===== src/rtl/hazard_forward_ctrl_pkg.sv =====
// Shared constants for the hazard/forwarding controller: forward-mux encodings and
// multi-cycle FSM state encoding.
package hazard_forward_ctrl_pkg;

  localparam logic [1:0] FWD_REGFILE = 2'b00;
  localparam logic [1:0] FWD_EXMEM   = 2'b10;
  localparam logic [1:0] FWD_MEMWB   = 2'b01;

  // Wide enough for MC_STALL-2 with MC_STALL up to 15
  localparam int unsigned MC_CNT_W = 4;

  typedef enum logic [1:0] {
    MC_IDLE    = 2'b00,
    MC_BUSY    = 2'b01,
    MC_RELEASE = 2'b10
  } mc_state_e;

endpackage


===== src/rtl/hazard_forward_ctrl_fwd_sel.sv =====
// Per-operand forward select: EX/MEM result beats MEM/WB result, x0 is never forwarded.
module hazard_forward_ctrl_fwd_sel
  import hazard_forward_ctrl_pkg::*;
(
  input  logic [4:0] i_rs,
  input  logic [4:0] i_exmem_rd,
  input  logic       i_exmem_regwrite,
  input  logic [4:0] i_memwb_rd,
  input  logic       i_memwb_regwrite,
  output logic [1:0] o_sel
);

  always_comb begin
    o_sel = FWD_REGFILE;
    if (i_exmem_regwrite && (i_exmem_rd != 5'd0) && (i_exmem_rd == i_rs)) begin
      o_sel = FWD_EXMEM;
    end else if (i_memwb_regwrite && (i_memwb_rd != 5'd0) && (i_memwb_rd == i_rs)) begin
      o_sel = FWD_MEMWB;
    end
  end

endmodule


===== src/rtl/hazard_forward_ctrl.sv =====
// Pipeline hazard controller: operand forwarding, load-use stall, fixed-latency
// multi-cycle EX sequencing, branch flush and saturating event counters.
module hazard_forward_ctrl
  import hazard_forward_ctrl_pkg::*;
#(
  parameter int unsigned MC_STALL = 3,
  parameter int unsigned CNT_W    = 16
) (
  input  logic             clk,
  input  logic             rst_n,
  input  logic [4:0]       ifid_rs1,
  input  logic [4:0]       ifid_rs2,
  input  logic [4:0]       idex_rs1,
  input  logic [4:0]       idex_rs2,
  input  logic [4:0]       idex_rd,
  input  logic             idex_memread,
  input  logic             mc_start,
  input  logic [4:0]       exmem_rd,
  input  logic             exmem_regwrite,
  input  logic [4:0]       memwb_rd,
  input  logic             memwb_regwrite,
  input  logic             branch_taken,
  output logic [1:0]       forward_a_sel,
  output logic [1:0]       forward_b_sel,
  output logic             pc_hold,
  output logic             ifid_hold,
  output logic             idex_hold,
  output logic             ifid_flush,
  output logic             idex_bubble,
  output logic             exmem_bubble,
  output logic             mc_busy,
  output logic [CNT_W-1:0] lu_stall_cnt,
  output logic [CNT_W-1:0] mc_stall_cnt,
  output logic [CNT_W-1:0] flush_cnt
);

  localparam logic [MC_CNT_W-1:0] McLoad = MC_CNT_W'(MC_STALL - 2);
  localparam logic [CNT_W-1:0]    CntMax = '1;
  localparam logic [CNT_W-1:0]    CntOne = CNT_W'(1);

  mc_state_e           r_state, w_state_nxt;
  logic [MC_CNT_W-1:0] r_mc_cnt, w_mc_cnt_nxt;
  logic [CNT_W-1:0]    r_lu_cnt, r_mc_stall_cnt, r_flush_cnt;
  logic                w_flush, w_mc_req, w_mc_stall, w_lu, w_lu_stall;

  hazard_forward_ctrl_fwd_sel u_fwd_a (
    .i_rs             (idex_rs1),
    .i_exmem_rd       (exmem_rd),
    .i_exmem_regwrite (exmem_regwrite),
    .i_memwb_rd       (memwb_rd),
    .i_memwb_regwrite (memwb_regwrite),
    .o_sel            (forward_a_sel)
  );

  hazard_forward_ctrl_fwd_sel u_fwd_b (
    .i_rs             (idex_rs2),
    .i_exmem_rd       (exmem_rd),
    .i_exmem_regwrite (exmem_regwrite),
    .i_memwb_rd       (memwb_rd),
    .i_memwb_regwrite (memwb_regwrite),
    .o_sel            (forward_b_sel)
  );

  always_ff @(posedge clk or negedge rst_n) begin
    if (!rst_n) begin
      r_state  <= MC_IDLE;
      r_mc_cnt <= '0;
    end else begin
      r_state  <= w_state_nxt;
      r_mc_cnt <= w_mc_cnt_nxt;
    end
  end

  // A flush in the start cycle cancels the op, so the FSM stays idle
  always_comb begin
    w_state_nxt  = r_state;
    w_mc_cnt_nxt = r_mc_cnt;
    case (r_state)
      MC_IDLE: begin
        if (mc_start && !branch_taken) begin
          w_state_nxt  = MC_BUSY;
          w_mc_cnt_nxt = McLoad;
        end
      end
      MC_BUSY: begin
        if (r_mc_cnt == '0) w_state_nxt = MC_RELEASE;
        else                w_mc_cnt_nxt = r_mc_cnt - 1'b1;
      end
      MC_RELEASE: w_state_nxt = MC_IDLE;
      default:    w_state_nxt = MC_IDLE;
    endcase
  end

  // Priority: flush > multi-cycle stall > load-use; everything forced low in reset
  assign w_flush    = rst_n & branch_taken;
  assign w_mc_req   = (r_state == MC_BUSY) | ((r_state == MC_IDLE) & mc_start);
  assign w_mc_stall = rst_n & w_mc_req & ~branch_taken;
  assign w_lu       = idex_memread & (idex_rd != 5'd0) &
                      ((idex_rd == ifid_rs1) | (idex_rd == ifid_rs2));
  assign w_lu_stall = rst_n & w_lu & ~branch_taken & ~w_mc_stall;

  always_comb begin
    pc_hold      = w_mc_stall | w_lu_stall;
    ifid_hold    = w_mc_stall | w_lu_stall;
    idex_hold    = w_mc_stall;
    ifid_flush   = w_flush;
    idex_bubble  = w_flush | w_lu_stall;
    exmem_bubble = w_mc_stall;
    mc_busy      = (r_state == MC_BUSY) | (r_state == MC_RELEASE);
  end

  always_ff @(posedge clk or negedge rst_n) begin
    if (!rst_n) begin
      r_lu_cnt       <= '0;
      r_mc_stall_cnt <= '0;
      r_flush_cnt    <= '0;
    end else begin
      if (w_lu_stall && (r_lu_cnt != CntMax))       r_lu_cnt       <= r_lu_cnt + CntOne;
      if (w_mc_stall && (r_mc_stall_cnt != CntMax)) r_mc_stall_cnt <= r_mc_stall_cnt + CntOne;
      if (w_flush && (r_flush_cnt != CntMax))       r_flush_cnt    <= r_flush_cnt + CntOne;
    end
  end

  assign lu_stall_cnt = r_lu_cnt;
  assign mc_stall_cnt = r_mc_stall_cnt;
  assign flush_cnt    = r_flush_cnt;

endmodule


===== config.mk =====
export PLATFORM = sky130hd
export DESIGN_NAME = hazard_forward_ctrl
export DESIGN_NICKNAME = d
export VERILOG_FILES = /design/src/rtl/hazard_forward_ctrl_pkg.sv /design/src/rtl/hazard_forward_ctrl_fwd_sel.sv /design/src/rtl/hazard_forward_ctrl.sv
export SDC_FILE = /design/constraint.sdc
export NUM_CORES = 1
export LEC_CHECK = 0
export BUFFER_PORTS_ARGS = -buffer_cell sky130_fd_sc_hd__buf_2
export CAP_MARGIN = 20
export CORE_UTILIZATION = 55
export CTS_CLUSTER_SIZE = 14
export DETAILED_ROUTE_END_ITERATION = 10
export MAX_ROUTING_LAYER = met4
export PLACE_DENSITY = 0.95
export RECOVER_POWER = 50
export SLEW_MARGIN = 30
export SYNTH_ARGS = -nofsm -noshare
export SYNTH_HDL_FRONTEND = slang
export SYNTH_HIERARCHICAL = 1
export SYNTH_SLANG_ARGS = --single-unit

===== constraint.sdc =====
create_clock -name clk -period 3.6 [get_ports clk]
set_input_delay 0.9 -clock clk [delete_from_list [all_inputs] [get_ports clk]]
set_output_delay 0.9 -clock clk [all_outputs]
set_load 0.02 [all_outputs]

==> metrics.yaml <==
final-seq-area_sq_um: 1350
h-tree-depth: 2
die_y_microns: 78.8
r2r_end: "mc_stall_cnt[15]"
vias_per_cell: 5.74
cts_tree: "built"
track_usage: 0.261
hold_path_class: "register to register"
final_area_sq_um: 3900
wl_microns: 7650
synth_seq_cells: 54
final_core_util: 0.696
cp-start-kind: "input pin"
die-area_sq_um: 6210
p_leak_nw: 1.80
critPathBufInv: 2
synth_area_sq_um: 3250
holdCritStartpoint: "flush_cnt[4]"
cts_root_buf: "clkbuf_8"
antenna_left: 0
slowest_delay_ns: 0.55
required_ns: 2.70
numCtsBuffers: 5
setup_viol: 0
diodes: 0
rows: 27
ir_drop_v: 0.000310
setup_tns_ns: 0
yosysSeqAreaShare: 0.416
reg2reg_depth: 9
path_cells: "buf_2 > or4_4 > o2111ai_4 > nand2b_1 > o21ai_0 > buf_2"
grt_pass1_wl_microns: 12500
synth-async-reset-ratio: 1.00
outcome: "finished with violations"
timing.slew.headroom: -0.0285
synth_edf_count: 0
drcViolationCount: 0
dpl_cell_area_sq_um: 3820
regToRegStartpoint: "r_state[0]"
violations: "max-capacitance violations, max-slew violations"
grt.busiest_layer: "met2"
hold_slack_ns: 0.497
p_total_mw: 1.84
clkTransAtPathRegs_ns: 0.09
detail_route.wl_per_cell_microns: 15.0
nFillCells: 477
antenna_found_initial: 0
grt-ovfl-total: 0
drive_gt1_frac: 0.252
cp_top_family: "simple AND/OR/NAND/NOR gates"
critPathMaxFanout: 7
rrSetupSlack_ns: 1.22
ys_warn_count: 6
hold_depth: 1
initial_utilization: 0.579
arrival_ns: 2.32
synth_ff_type: "dfrtp_1"
power_density_nw_per_um2: 472
yosysUniqueCellTypes: 50
post_cts_buffers: 0
core_sq_um: 5610
synthTopCellsByArea: "dfrtp_1 (42%), xnor2_1 (12%), xor2_1 (5.4%), nand3_1 (4.2%), nand2_1 (3.6%)"
ctsResizeCount: 0
syn2layout_area_growth_pct: 20.2
cp_slowest_cell: "or4_4"
fmax_mhz: 310
crit_path_end_kind: "primary output"
clock_skew_ns: 0.00765
use_met2: 0.450
period_share: 0.895
vias: 2923
tightest_slew_ns: 1.54
io-pin-count: 101
max_cap_viol_count: 1
ctsHoldBuffers: 0
die_x_microns: 78.8
drtIter0Drc: 150
synth_nets: 383
clock_path_buffers: 2
rsz0062_at_grt: "false"
fin_crit_ns: 3.22
whs_endpoint: "flush_cnt[4]"
synth_top_area_share: 0.416
hpwl_microns: 5940
synthCells: 332
clock-sinks: 54
firstDrtPassIters: 4
hold_viol_final: 0
syn_avg_cell_area_sq_um: 9.78
multi_input_area_sq_um: 1820
io_buffers: 100
critPathMostFrequentCell: "buf_2"
synth_area_leader_cell: "dfrtp_1"
finalNetCount: 488
clk_latency_ns: 0.30
met1_usage: 0.305
drv_slew: 29
grt_pass1_vias: 2855
gr-usage-met3: 0.0517
path_class: "input pin to primary output"
gp_congestion: 0.907
grt_max_degree: 29
## cell families after synthesis
logic type	after synthesis	synth area share
XOR/XNOR	66	0.180
AND/OR/NAND/NOR	146	0.237
flip-flops	54	0.416
buffers and inverters	16	0.0247
AO/OA/AOI/OAI	34	0.0832
adder cells (fa/ha/maj)	9	0.0347
multiplexers	7	0.0239
## metal layers
metal	wire length, microns	up-vias
li1	-	1375
met3	456	16
met5	0	-
met4	157	0
met2	3910	103
met1	3130	1429
## how the worst max path moves through the flow
stage	slack (ns)	to	start	depth (start not counted)
6_report	0.38	idex_bubble	idex_rd[1]	6
5_1_grt	0.31	idex_bubble	idex_rd[1]	6
4_1_cts	0.38	idex_bubble	idex_rd[1]	6
3_5_place_dp	0.38	idex_bubble	idex_rd[1]	6
3_3_place_gp	0.42	idex_bubble	idex_rd[1]	6
2_1_floorplan	0.52	pc_hold	idex_rd[1]	5
## synth_stat cells, types with 3 or more instances
library cell,n
nand3_1,27
a21oi_1,7
nor2_1,22
nand2b_1,3
and3_1,7
nand4_1,16
xor2_1,20
buf_4,3
a211oi_2,3
mux2_2,6
nor4_1,5
nand2_1,31
nor2_2,3
inv_1,9
nor3_1,14
ha_1,9
nor3b_1,3
dfrtp_1,54
o21ai_0,10
xnor2_1,45
## per-stage QoR
step                      setup slack [ns]  cells
after floorplan                      0.520    332
after global placement               0.415    502
after detailed placement             0.380    502
after CTS                            0.375    509
after global routing                 0.314    509
final                                0.379    509
## sequential cells by signal, indices dropped and copies added (netlist names)
name / cells
flush_cnt: 16
lu_stall_cnt: 16
mc_stall_cnt: 16
r_mc_cnt: 4
r_state: 2
## power by group
part	switching [mW]	internal [mW]
logic	0.382	0.236
registers	0.112	0.702
clock network	0.185	0.223
## cells in the final DEF (no fill, tap or decap), types with 2 or more instances in the layout
master	Yosys	final
buf_2	1	75
dfrtp_1	54	54
xnor2_1	45	45
nand2_1	31	31
nand3_1	27	27
clkbuf_1	1	26
nor2_1	22	22
xor2_1	20	20
nand4_1	16	16
nor3_1	14	14
o21ai_0	10	10
inv_1	9	9
ha_1	9	9
and3_1	7	7
a21oi_1	7	7
mux2_2	6	6
clkbuf_8	0	6
nor4_1	5	5
nand2b_1	3	3
nor3b_1	3	3
a211oi_2	3	3
nor2_2	3	3
buf_4	3	3
a21oi_2	2	2
or3_1	2	2
and4_1	2	2
o41ai_2	2	2
nor3_2	2	2
## area by class of cell
cell class / count / share of cell area
multi-input combinational: 262 / 0.465
sequential: 54 / 0.346
timing repair buffer: 104 / 0.127
tap: 72 / 0.0231
clock buffer: 6 / 0.0212
inverter: 10 / 0.00962
clock inverter: 1 / 0.00769
No activity file was read; power rests on OpenSTA's default activity.
